==> config.mk <==
export PLATFORM = sky130hd
export DESIGN_NAME = move_sequencer
export DESIGN_NICKNAME = d
export VERILOG_FILES = /design/src/rtl/move_seq_pkg.sv /design/src/rtl/move_sequencer_cmd_fifo.sv /design/src/rtl/move_sequencer.sv
export SDC_FILE = /design/constraint.sdc
export NUM_CORES = 1
export LEC_CHECK = 0
export CORE_MARGIN = 3
export CORE_UTILIZATION = 55
export CTS_BUF_LIST = sky130_fd_sc_hd__clkbuf_2
export CTS_CLUSTER_DIAMETER = 80
export CTS_CLUSTER_SIZE = 20
export DETAILED_ROUTE_END_ITERATION = 16
export GPL_ROUTABILITY_DRIVEN = 0
export GPL_TIMING_DRIVEN = 0
export PLACE_DENSITY = 0.74
export SYNTH_ARGS = -nofsm -noshare
export SYNTH_HDL_FRONTEND = slang
export SYNTH_HIERARCHICAL = 1
export SYNTH_SLANG_ARGS = --single-unit
==> constraint.sdc <==
create_clock -name clk -period 8.1 [get_ports clk]
set_clock_uncertainty 0.15 [all_clocks]
set_input_delay 1.62 -clock clk [delete_from_list [all_inputs] [get_ports clk]]
set_output_delay 1.62 -clock clk [all_outputs]
set_load 0.03 [all_outputs]
==> src/rtl/move_seq_pkg.sv <==
// Shared types for the move sequencer: compass direction codes, FSM state
// encoding and the buffered command entry layout.
package move_seq_pkg;

  localparam logic [2:0] DIR_N  = 3'd0;
  localparam logic [2:0] DIR_NW = 3'd1;
  localparam logic [2:0] DIR_W  = 3'd2;
  localparam logic [2:0] DIR_SW = 3'd3;
  localparam logic [2:0] DIR_S  = 3'd4;
  localparam logic [2:0] DIR_SE = 3'd5;
  localparam logic [2:0] DIR_E  = 3'd6;
  localparam logic [2:0] DIR_NE = 3'd7;

  localparam int CMD_W = 5;

  typedef enum logic [2:0] {
    IDLE       = 3'd0,
    HOME       = 3'd1,
    HOME_WAIT  = 3'd2,
    LOAD       = 3'd3,
    MAG_SETTLE = 3'd4,
    ISSUE      = 3'd5,
    WAIT_DONE  = 3'd6,
    ERROR      = 3'd7
  } state_t;

  typedef struct packed {
    logic       last;
    logic       magnet;
    logic [2:0] dir;
  } cmd_t;

  function automatic logic [7:0] dir_onehot(input logic [2:0] d);
    return 8'h01 << d;
  endfunction

endpackage

==> src/rtl/move_sequencer_cmd_fifo.sv <==
// Synchronous show-ahead command FIFO; o_rdata always presents the head entry.
module cmd_fifo
  import move_seq_pkg::*;
#(
  parameter int FIFO_DEPTH = 16
) (
  input  logic                          clk,
  input  logic                          reset,
  input  logic                          i_push,
  input  logic                          i_pop,
  input  logic [CMD_W-1:0]              i_wdata,
  output logic [CMD_W-1:0]              o_rdata,
  output logic [$clog2(FIFO_DEPTH):0]   o_count,
  output logic                          o_full,
  output logic                          o_empty
);

  localparam int AW = $clog2(FIFO_DEPTH);

  logic [CMD_W-1:0] r_mem [FIFO_DEPTH];
  logic [AW-1:0]    r_wptr;
  logic [AW-1:0]    r_rptr;
  logic [AW:0]      r_count;
  logic             w_do_push;
  logic             w_do_pop;

  assign o_full    = (r_count == (AW+1)'(FIFO_DEPTH));
  assign o_empty   = (r_count == '0);
  assign o_count   = r_count;
  assign o_rdata   = r_mem[r_rptr];
  assign w_do_push = i_push & ~o_full;
  assign w_do_pop  = i_pop & ~o_empty;

  always_ff @(posedge clk) begin
    if (w_do_push) r_mem[r_wptr] <= i_wdata;
  end

  // Power-of-two depth: pointers wrap by natural overflow.
  always_ff @(posedge clk) begin
    if (reset) begin
      r_wptr  <= '0;
      r_rptr  <= '0;
      r_count <= '0;
    end else begin
      if (w_do_push) r_wptr <= r_wptr + 1'b1;
      if (w_do_pop)  r_rptr <= r_rptr + 1'b1;
      case ({w_do_push, w_do_pop})
        2'b10:   r_count <= r_count + 1'b1;
        2'b01:   r_count <= r_count - 1'b1;
        default: r_count <= r_count;
      endcase
    end
  end

endmodule

==> src/rtl/move_sequencer.sv <==
// Buffers compass-move commands and replays them to the motor stage with magnet
// settle and homing. Optional MOVE_TIMEOUT_EN adds a done-wait timeout to ERROR.
module move_sequencer
  import move_seq_pkg::*;
#(
  parameter int FIFO_DEPTH     = 16,
  parameter int SETTLE_CYCLES  = 50000,
  parameter int TIMEOUT_CYCLES = 50000000
) (
  input  logic                        clk,
  input  logic                        reset,
  input  logic                        cmd_valid,
  output logic                        cmd_ready,
  input  logic [2:0]                  cmd_dir,
  input  logic                        cmd_magnet,
  input  logic                        cmd_last,
  input  logic                        home_req,
  output logic [7:0]                  direction,
  output logic                        motor_reset,
  input  logic                        motor_done,
  input  logic                        motor_reset_done,
  output logic                        magnet_en,
  output logic                        busy,
  output logic                        batch_done,
  output logic [$clog2(FIFO_DEPTH):0] fifo_count,
  output logic                        error,
  output logic [2:0]                  dbg_state
);

  localparam logic [31:0] SETTLE_LAST = (SETTLE_CYCLES <= 1) ? 32'd0 : 32'(SETTLE_CYCLES - 1);

  state_t     r_state, w_state_next;
  cmd_t       r_cur, w_head;
  logic [4:0] w_rdata;
  logic       w_push, w_pop, w_full, w_empty;
  logic       r_home_pend, r_done_q, r_rdone_q, w_done_rise, w_rdone_rise;
  logic       r_magnet_en;
  logic [31:0] r_settle_cnt;
  logic       w_timeout;

  // Handshake: a command transfers on any clk edge where cmd_valid && cmd_ready;
  // cmd_ready depends only on registered state, never on cmd_valid or a pop.
  assign w_push       = cmd_valid & cmd_ready;
  assign w_head       = w_rdata;
  assign w_done_rise  = motor_done & ~r_done_q;
  assign w_rdone_rise = motor_reset_done & ~r_rdone_q;
  assign magnet_en    = r_magnet_en;
  assign dbg_state    = r_state;

  cmd_fifo #(.FIFO_DEPTH(FIFO_DEPTH)) u_fifo (
    .clk     (clk),
    .reset   (reset),
    .i_push  (w_push),
    .i_pop   (w_pop),
    .i_wdata ({cmd_last, cmd_magnet, cmd_dir}),
    .o_rdata (w_rdata),
    .o_count (fifo_count),
    .o_full  (w_full),
    .o_empty (w_empty)
  );

`ifdef MOVE_TIMEOUT_EN
  localparam logic [31:0] TO_LAST = (TIMEOUT_CYCLES <= 1) ? 32'd0 : 32'(TIMEOUT_CYCLES - 1);
  logic [31:0] r_to_cnt;

  // Restarts from zero on every entry because it is held clear outside the waits.
  always_ff @(posedge clk) begin
    if (reset) r_to_cnt <= '0;
    else if (r_state == WAIT_DONE || r_state == HOME_WAIT) r_to_cnt <= r_to_cnt + 32'd1;
    else r_to_cnt <= '0;
  end
  assign w_timeout = (r_to_cnt == TO_LAST);
  assign error     = (r_state == ERROR);
`else
  assign w_timeout = 1'b0;
  assign error     = 1'b0;
`endif

  always_ff @(posedge clk) begin
    if (reset) r_state <= IDLE;
    else       r_state <= w_state_next;
  end

  always_comb begin
    w_state_next = r_state;
    case (r_state)
      IDLE:       if (r_home_pend) w_state_next = HOME;
                  else if (!w_empty) w_state_next = LOAD;
      HOME:       w_state_next = HOME_WAIT;
      HOME_WAIT:  if (w_rdone_rise) w_state_next = IDLE;
                  else if (w_timeout) w_state_next = ERROR;
      LOAD:       w_state_next = (w_head.magnet != r_magnet_en) ? MAG_SETTLE : ISSUE;
      MAG_SETTLE: if (r_settle_cnt == SETTLE_LAST) w_state_next = ISSUE;
      ISSUE:      w_state_next = WAIT_DONE;
      WAIT_DONE:  if (w_done_rise) begin
                    if (r_home_pend)   w_state_next = HOME;
                    else if (!w_empty) w_state_next = LOAD;
                    else               w_state_next = IDLE;
                  end else if (w_timeout) w_state_next = ERROR;
      ERROR:      w_state_next = ERROR;
      default:    w_state_next = IDLE;
    endcase
  end

  always_comb begin
    direction   = 8'h00;
    motor_reset = 1'b0;
    batch_done  = 1'b0;
    w_pop       = 1'b0;
    busy        = (r_state != IDLE);
    cmd_ready   = ~w_full & (r_state != ERROR);
    case (r_state)
      HOME:      motor_reset = 1'b1;
      LOAD:      w_pop = 1'b1;
      ISSUE:     direction = dir_onehot(r_cur.dir);
      WAIT_DONE: batch_done = w_done_rise & r_cur.last;
      default:   ;
    endcase
  end

  always_ff @(posedge clk) begin
    if (reset) begin
      r_cur        <= '0;
      r_home_pend  <= 1'b0;
      r_done_q     <= 1'b0;
      r_rdone_q    <= 1'b0;
      r_settle_cnt <= '0;
      r_magnet_en  <= 1'b0;
    end else begin
      r_done_q  <= motor_done;
      r_rdone_q <= motor_reset_done;
      if (home_req) r_home_pend <= 1'b1;
      else if (w_state_next == HOME && r_state != HOME) r_home_pend <= 1'b0;
      if (r_state == MAG_SETTLE) r_settle_cnt <= r_settle_cnt + 32'd1;
      else                       r_settle_cnt <= '0;
      if (r_state == LOAD) begin
        r_cur       <= w_head;
        r_magnet_en <= w_head.magnet;
      end else if (r_state == HOME || w_state_next == ERROR) begin
        r_magnet_en <= 1'b0;
      end else if (r_state == WAIT_DONE && w_done_rise && r_cur.last) begin
        r_magnet_en <= 1'b0;
      end
    end
  end

endmodule

Word-level counts from Yosys, hierarchy flattened
Memory sizes are Yosys's and may differ from the RTL's. A register that Yosys moved wholly into a read port is not among the register bits.
Cells that the tools add are included.
{"block": "totals", "word_cells": 80, "n_memories": 1, "ramBits": 80, "reg_bits": 56}
{"block": "op_classes", "reduce_logical": 11, "n_mux": 23, "bitwise": 12, "n_eq_ne": 16, "n_addsub": 5, "n_shift": 1}
{"memory": "u_fifo.r_mem", "words": 16, "word_bits": 5, "read_ports": 1, "rd_ports_with_merged_regs": 1, "wr": 1, "line": "move_sequencer_cmd_fifo.sv:20", "rtl": "logic [CMD_W-1:0] r_mem [FIFO_DEPTH];"}
{"cell": "32-bit by 1-bit adder with 32-bit output, second input constant", "n": 1}
{"cell": "32-bit by 16-bit equality test with 1-bit output, second input constant", "n": 1}
{"cell": "3-bit case mux with 8 select lines", "n": 1}
{"cell": "3-bit equality test, second input constant", "n": 5}
{"cell": "3-bit 2-to-1 mux", "n": 5}
{"cell": "1-bit 2-to-1 mux", "n": 11}
{"cell": "5-bit case mux with 2 select lines", "n": 1}
{"cell": "4-bit by 1-bit adder with 4-bit output, second input constant", "n": 2}
{"cell": "4-bit 2-to-1 mux", "n": 2}
{"cell": "8-bit 2-to-1 mux", "n": 1}
{"cell": "1-bit by 3-bit left shift with 8-bit output, first input constant", "n": 1}
{"cell": "1-bit AND", "n": 7}
{"cell": "3-bit by 1-bit equality test with 1-bit output, second input constant", "n": 2}
{"cell": "3-bit by 2-bit equality test with 1-bit output, second input constant", "n": 2}
{"cell": "3-bit nonzero test", "n": 2}
{"cell": "5-bit by 1-bit adder with 5-bit output, second input constant", "n": 1}
{"cell": "5-bit equality test, second input constant", "n": 1}
{"cell": "5-bit logical NOT", "n": 1}
{"cell": "1-bit NOT", "n": 5}
{"cell": "5-bit by 1-bit subtractor with 5-bit output, second input constant", "n": 1}
{"cell": "2-bit 2-to-1 mux", "n": 2}
{"cell": "2-bit nonzero test", "n": 2}
{"cell": "1-bit logical AND", "n": 3}
{"cell": "3-bit logical NOT", "n": 1}
{"cell": "7 further kinds", "n": 7}

Depth between registers and ports, before layout
{"block": "depth", "word_depth": 9, "depth_mapped": 16, "depth_no_buf": 13}

Modules after synthesis
Netlist, hierarchy kept.
{"module": "cmd_fifo", "area_per_inst_um2": 4100.2, "seq_area_each_um2": 2742.6, "n_inst": 1, "cells_each": 255}
{"module": "move_sequencer", "area_per_inst_um2": 2200.9, "seq_area_each_um2": 860.8, "n_inst": 1, "cells_each": 272}

Worst setup path after synthesis
Ideal clock, no wire load.
{"block": "synth_timing", "path_type": "input to output", "start": "input port motor_done", "end": "output port batch_done", "t_arrival_ps": 2427, "setup_slack_ps": 3903, "path_stages": 2, "path_cell_list": "nand3b_1 > nor3_1"}
{"block": "synth_between", "elab_chain_len": 3}
{"element": "start: declaration", "line": "move_sequencer.sv:20", "rtl": "input logic motor_done,"}
{"element": "1-bit AND", "line": "move_sequencer.sv:45", "rtl": "assign w_done_rise = motor_done & ~r_done_q;"}
{"element": "1-bit AND", "line": "move_sequencer.sv:116", "rtl": "WAIT_DONE: batch_done = w_done_rise & r_cur.last;"}
{"element": "1-bit 2-to-1 mux", "line": "move_sequencer.sv:112", "rtl": "case (r_state)"}
{"element": "end: declaration", "line": "move_sequencer.sv:24", "rtl": "output logic batch_done,"}
Every way passes these cells.

Final worst setup path
Ends and elaborated chain as after synthesis.

==> results_tabular.tex <==
\begin{tabular}{lr}
\hline
Metric & Value \\
\hline
\multicolumn{2}{l}{\textbf{Outcome}} \\
\quad Result of the run & completed \\
\multicolumn{2}{l}{\textbf{Floorplanning}} \\
\quad Horizontal die dimension & 113 um \\
\quad Core footprint & $\sim$0.011 mm\^{}2 \\
\quad Die Span Y & between 100 and 150 um \\
\quad Total die area & 0.0128 mm\^{}2 \\
\quad Row count & 38 \\
\quad Effective utilization at floorplan & between 50 and 60\% \\
\quad Boundary pin count & 33 \\
\multicolumn{2}{l}{\textbf{STA}} \\
\quad Number of setup violations in the final report & 0 \\
\quad Remaining max-slew budget at the tightest pin & between 20\% and 30\% \\
\quad Number of failing hold endpoints at the final stage & 0 \\
\quad Min Clock Period, post-route & between 4 and 5 ns \\
\quad Share of the cycle needed by the critical path after routing & approximately three fifths \\
\quad Setup repair after global routing missed its margin & no \\
\quad F\_max & about 200 MHz \\
\quad Final sum of negative setup slack & 0 ns \\
\quad Pin slew with the least headroom to its limit & between 1 and 1.5 ns \\
\quad Final Max Tran Viols & 0 \\
\multicolumn{2}{l}{\textbf{Finish}} \\
\quad Post-route cell area & between 0.007 and 0.008 mm\^{}2 \\
\quad Number of inserted filler cells in the final layout & 875 \\
\quad Synth-to-layout area growth & 12.0\% \\
\quad Antenna cell count & 0 \\
\quad Register cell area after layout & approximately 0.0036 mm\^{}2 \\
\quad Area used by multi-input combinational logic & roughly 0.0025 mm\^{}2 \\
\quad Nets@finish & between 500 and 600 \\
\quad Fraction of layout cells with a size suffix above 1 & around an eighth \\
\multicolumn{2}{l}{\textbf{Power}} \\
\quad Internal power of the cells & 1.06 mW \\
\quad Power per cell area & $\sim$210 mW/mm\^{}2 \\
\quad Worst VDD drop & about 300 uV \\
\quad Reg power frac & between 50\% and 60\% \\
\quad Fraction of power spent switching nets & between 20\% and 30\% \\
\quad Proportion of power drawn by combinational gates & $\sim$17\% \\
\quad Total power after layout & 1.50 mW \\
\quad Proportion of power drawn by the clock network & a little under a third \\
\quad Leakage power total & roughly 2.4 nW \\
\quad Switching component of the power & between 400 and 500 uW \\
\multicolumn{2}{l}{\textbf{Placed design}} \\
\quad Placement Cell Area & around 0.0068 mm\^{}2 \\
\quad Port buffer count & 31 \\
\quad HPWL after detailed placement & about 9000 um \\
\multicolumn{2}{l}{\textbf{Synth}} \\
\quad Number of flops mapped to enable cells by yosys & 80 \\
\quad Cell count after synthesis & 527 \\
\quad Register bit count reported by yosys & 140 \\
\quad Register area share after synthesis & $\sim$57\% \\
\quad Count of warnings emitted by yosys & 6 \\
\quad Fraction of synthesis flops using an asynchronous set or reset pin & 0\% \\
\quad Post-Synthesis Net Count & around 550 \\
\quad Top FF cell, synth & edfxtp\_1 \\
\quad Netlist cell types & 71 \\
\quad Mapped Area & around 0.0063 mm\^{}2 \\
\quad Synthesized area divided by synthesized cell count & 12.0 um\^{}2 \\
\multicolumn{2}{l}{\textbf{Worst setup path}} \\
\quad CP max FO & 4 \\
\quad Largest incremental delay on the critical path & $\sim$0.70 ns \\
\quad Critical R2R Launch & dbg\_state[1] \\
\quad Setup crit end kind & output pin \\
\quad Crit-path slowest cell & clkdlybuf4s50\_1 \\
\quad Number of cells on the worst reg-to-reg path & 13 \\
\quad Register-to-register setup slack & between 4 and 5 ns \\
\quad Terminus of the critical flop-to-flop path & u\_fifo/o\_count[4] \\
\quad Worst-path cell chain & clkdlybuf4s50\_1 > nand3b\_1 > nor3\_1 > clkdlybuf4s50\_1 \\
\quad Cell type with the highest occurrence count on the critical path & clkdlybuf4s50\_1 \\
\quad Worst EP arrival & approximately 3.2 ns \\
\quad Crit path kind & in2out \\
\quad Type of origin of the critical path & input pin \\
\quad Critical Path RT & 6.33 ns \\
\multicolumn{2}{l}{\textbf{Clock network}} \\
\quad Buffer depth of the longest clock path & 2 \\
\quad Total clock sinks & 140 \\
\quad Total CTS buffers & 17 \\
\quad Clock latency of the later-clocked register in the worst-skew pair & approximately 0.7 ns \\
\quad Total number of H-tree levels & 4 \\
\quad Hold Buf Count CTS & 0 \\
\quad Post CTS Setup Buffer Count & 0 \\
\quad TritonCTS clock tree & done \\
\quad Clock transition time at the flip-flop clock pins of the worst setup and hold paths & 0.19 ns \\
\quad CTS-repair resized insts & 0 \\
\quad Root cell of the clock tree & clkbuf\_2 \\
\multicolumn{2}{l}{\textbf{Drt}} \\
\quad DRC violations left & 0 \\
\quad Count of routing violations after the opening detailed-route iteration & about 370 \\
\quad Total wirelength of the detailed-routed design & about 13,000 um \\
\quad Average routed wire per standard cell & 18.4 um \\
\quad Number of search-and-repair iterations in the first detailed-routing pass & 7 \\
\quad Total number of vias & 4,385 \\
\quad Post-route antenna net violation count & 0 \\
\quad Drt via density & around 6.0 \\
\multicolumn{2}{l}{\textbf{Hold path}} \\
\quad Number of instances on the worst hold path & 1 \\
\quad Worst hold path type & reg2reg \\
\quad Destination of the worst hold path & r\_settle\_cnt[0] \\
\quad Hold Path Origin & r\_settle\_cnt[0] \\
\multicolumn{2}{l}{\textbf{Global route}} \\
\quad Number of global-route vias before repair & approximately 4,300 \\
\quad Global-route congestion overflow total & 0 \\
\quad Wire length of the first global-routing pass & between 20,000 and 25,000 um \\
\quad Largest net degree at the start of global routing & 17 \\
\quad Number of antenna violations at the first check in global routing & 0 \\
\quad Overall Global Routing Usage & about 22\% \\
\multicolumn{2}{l}{\textbf{Flow run}} \\
\quad Max-cap violation count & 0 \\
\hline
\end{tabular}
[flip-flops by register name, summed over array words and instances, names as in the netlist, 3 cells and up, named ones only]
signal          flops
r_cur               4
u_fifo/r_rptr       4
u_fifo/o_count      5
u_fifo/r_wptr       4
dbg_state           3
u_fifo/r_mem       80
r_settle_cnt       32
[power by group through the flow]
stage | registers, mW | clock network (mW) | logic, mW
floorplan | 0.825 | 0 | 0.158
detailed placement | 0.812 | 0 | 0.253
finish | 0.797 | 0.450 | 0.254
global placement | 0.811 | 0 | 0.248
global route | 0.801 | 0.491 | 0.275
CTS | 0.797 | 0.464 | 0.254
[layer usage]
metal | GRT usage [%] | routed length, um
met1 | 28.7 | 5930
met2 | 37.7 | 6850
met3 | 5.67 | 582
met4 | 6.33 | 94
met5 | 0 | 0
[layout by cell type, fill, tap and decap left out, types with 4 or more instances in the layout]
master and n:
xnor2_1 9, clkbuf_2 17, inv_1 15, and2_1 4, nor3_1 16, nor4_1 10
nand2b_1 13, a21oi_1 16, or4_1 8, a31oi_1 7, and3_1 4, clkdlybuf4s50_1 31
buf_2 6, nor2b_1 7, nand2_1 38, nand3_1 14, clkbuf_1 15, mux4_2 20
edfxtp_1 80, nand4_1 11, nand3b_1 5, nor2_1 54, o21ai_0 12, or3_1 5
mux2i_1 8, a41o_1 5, xor2_1 9, a22oi_1 10, dfxtp_1 60, ha_1 9
[kinds of logic after synthesis]
kind of cell,after synthesis,share of synthesized area (%)
buffers and inverters,42,2.92
multiplexers,28,8.42
adder cells (fa/ha/maj),9,1.79
AO/OA/AOI/OAI,85,9.99
XOR/XNOR,18,2.50
other,1,0.0595
flip-flops,140,57.2
AND/OR/NAND/NOR,204,17.1
[worst max-delay path, delay by kind of cell]
kind | cells | cell delay [ns]
buffers and inverters | 2 | 1.23
AND/OR/NAND/NOR | 2 | 0.35
[cell usage after synthesis (3+ instances only)]
cell type | n | share of area (%)
mux4_2 | 20 | 7.1
nor3_1 | 16 | 1.3
nand3b_1 | 5 | 0.60
and2_1 | 4 | 0.40
buf_2 | 6 | 0.48
nor2_1 | 54 | 3.2
nor4_1 | 10 | 0.99
and3_1 | 4 | 0.40
nand2_1 | 38 | 2.3
a22oi_1 | 10 | 1.2
xor2_1 | 9 | 1.3
a31oi_1 | 7 | 0.69
o31ai_1 | 3 | 0.36
mux2i_1 | 8 | 1.3
edfxtp_1 | 80 | 38
a41o_1 | 5 | 0.79
nand4_1 | 11 | 1.1
a21oi_1 | 16 | 1.3
dfxtp_1 | 60 | 19
xnor2_1 | 9 | 1.3
ha_1 | 9 | 1.8
or3_1 | 5 | 0.50
nor2b_1 | 7 | 0.69
o21a_1 | 3 | 0.36
inv_1 | 15 | 0.89
o21ai_0 | 12 | 0.95
nand3_1 | 14 | 1.1
or4_1 | 8 | 0.95
clkbuf_1 | 15 | 0.89
nand2b_1 | 13 | 1.3
[per-stage QoR]
stage                     worst slack [ns]  util [%]  hold slack, ns  std cells
after floorplan                       3.90         -           0.280        527
after global placement                3.12      61.5           0.292        698
after detailed placement              3.11      61.5           0.300        698
after CTS                             3.11      64.0           0.342        730
after global routing                  3.02      64.0           0.358        730
final                                 3.13      64.0           0.337        730
[layout make-up]
class | count | share of cell area [%]
multi-input combinational | 345 | 35.6
buffer | 26 | 1.75
clock inverter | 15 | 2.66
clock buffer | 17 | 1.21
timing repair buffer | 31 | 4.40
sequential | 140 | 51.0
inverter | 16 | 0.851
tap | 140 | 2.48
[worst max path at each step]
stage | start | end | slack [ns] | cells after the start
floorplan | motor_done | batch_done | 3.90 | 2
global placement | motor_done | batch_done | 3.12 | 4
detailed placement | motor_done | batch_done | 3.11 | 4
CTS | motor_done | batch_done | 3.11 | 4
global route | motor_done | batch_done | 3.02 | 4
finish | motor_done | batch_done | 3.13 | 4
(Power assumes the default switching activity.)
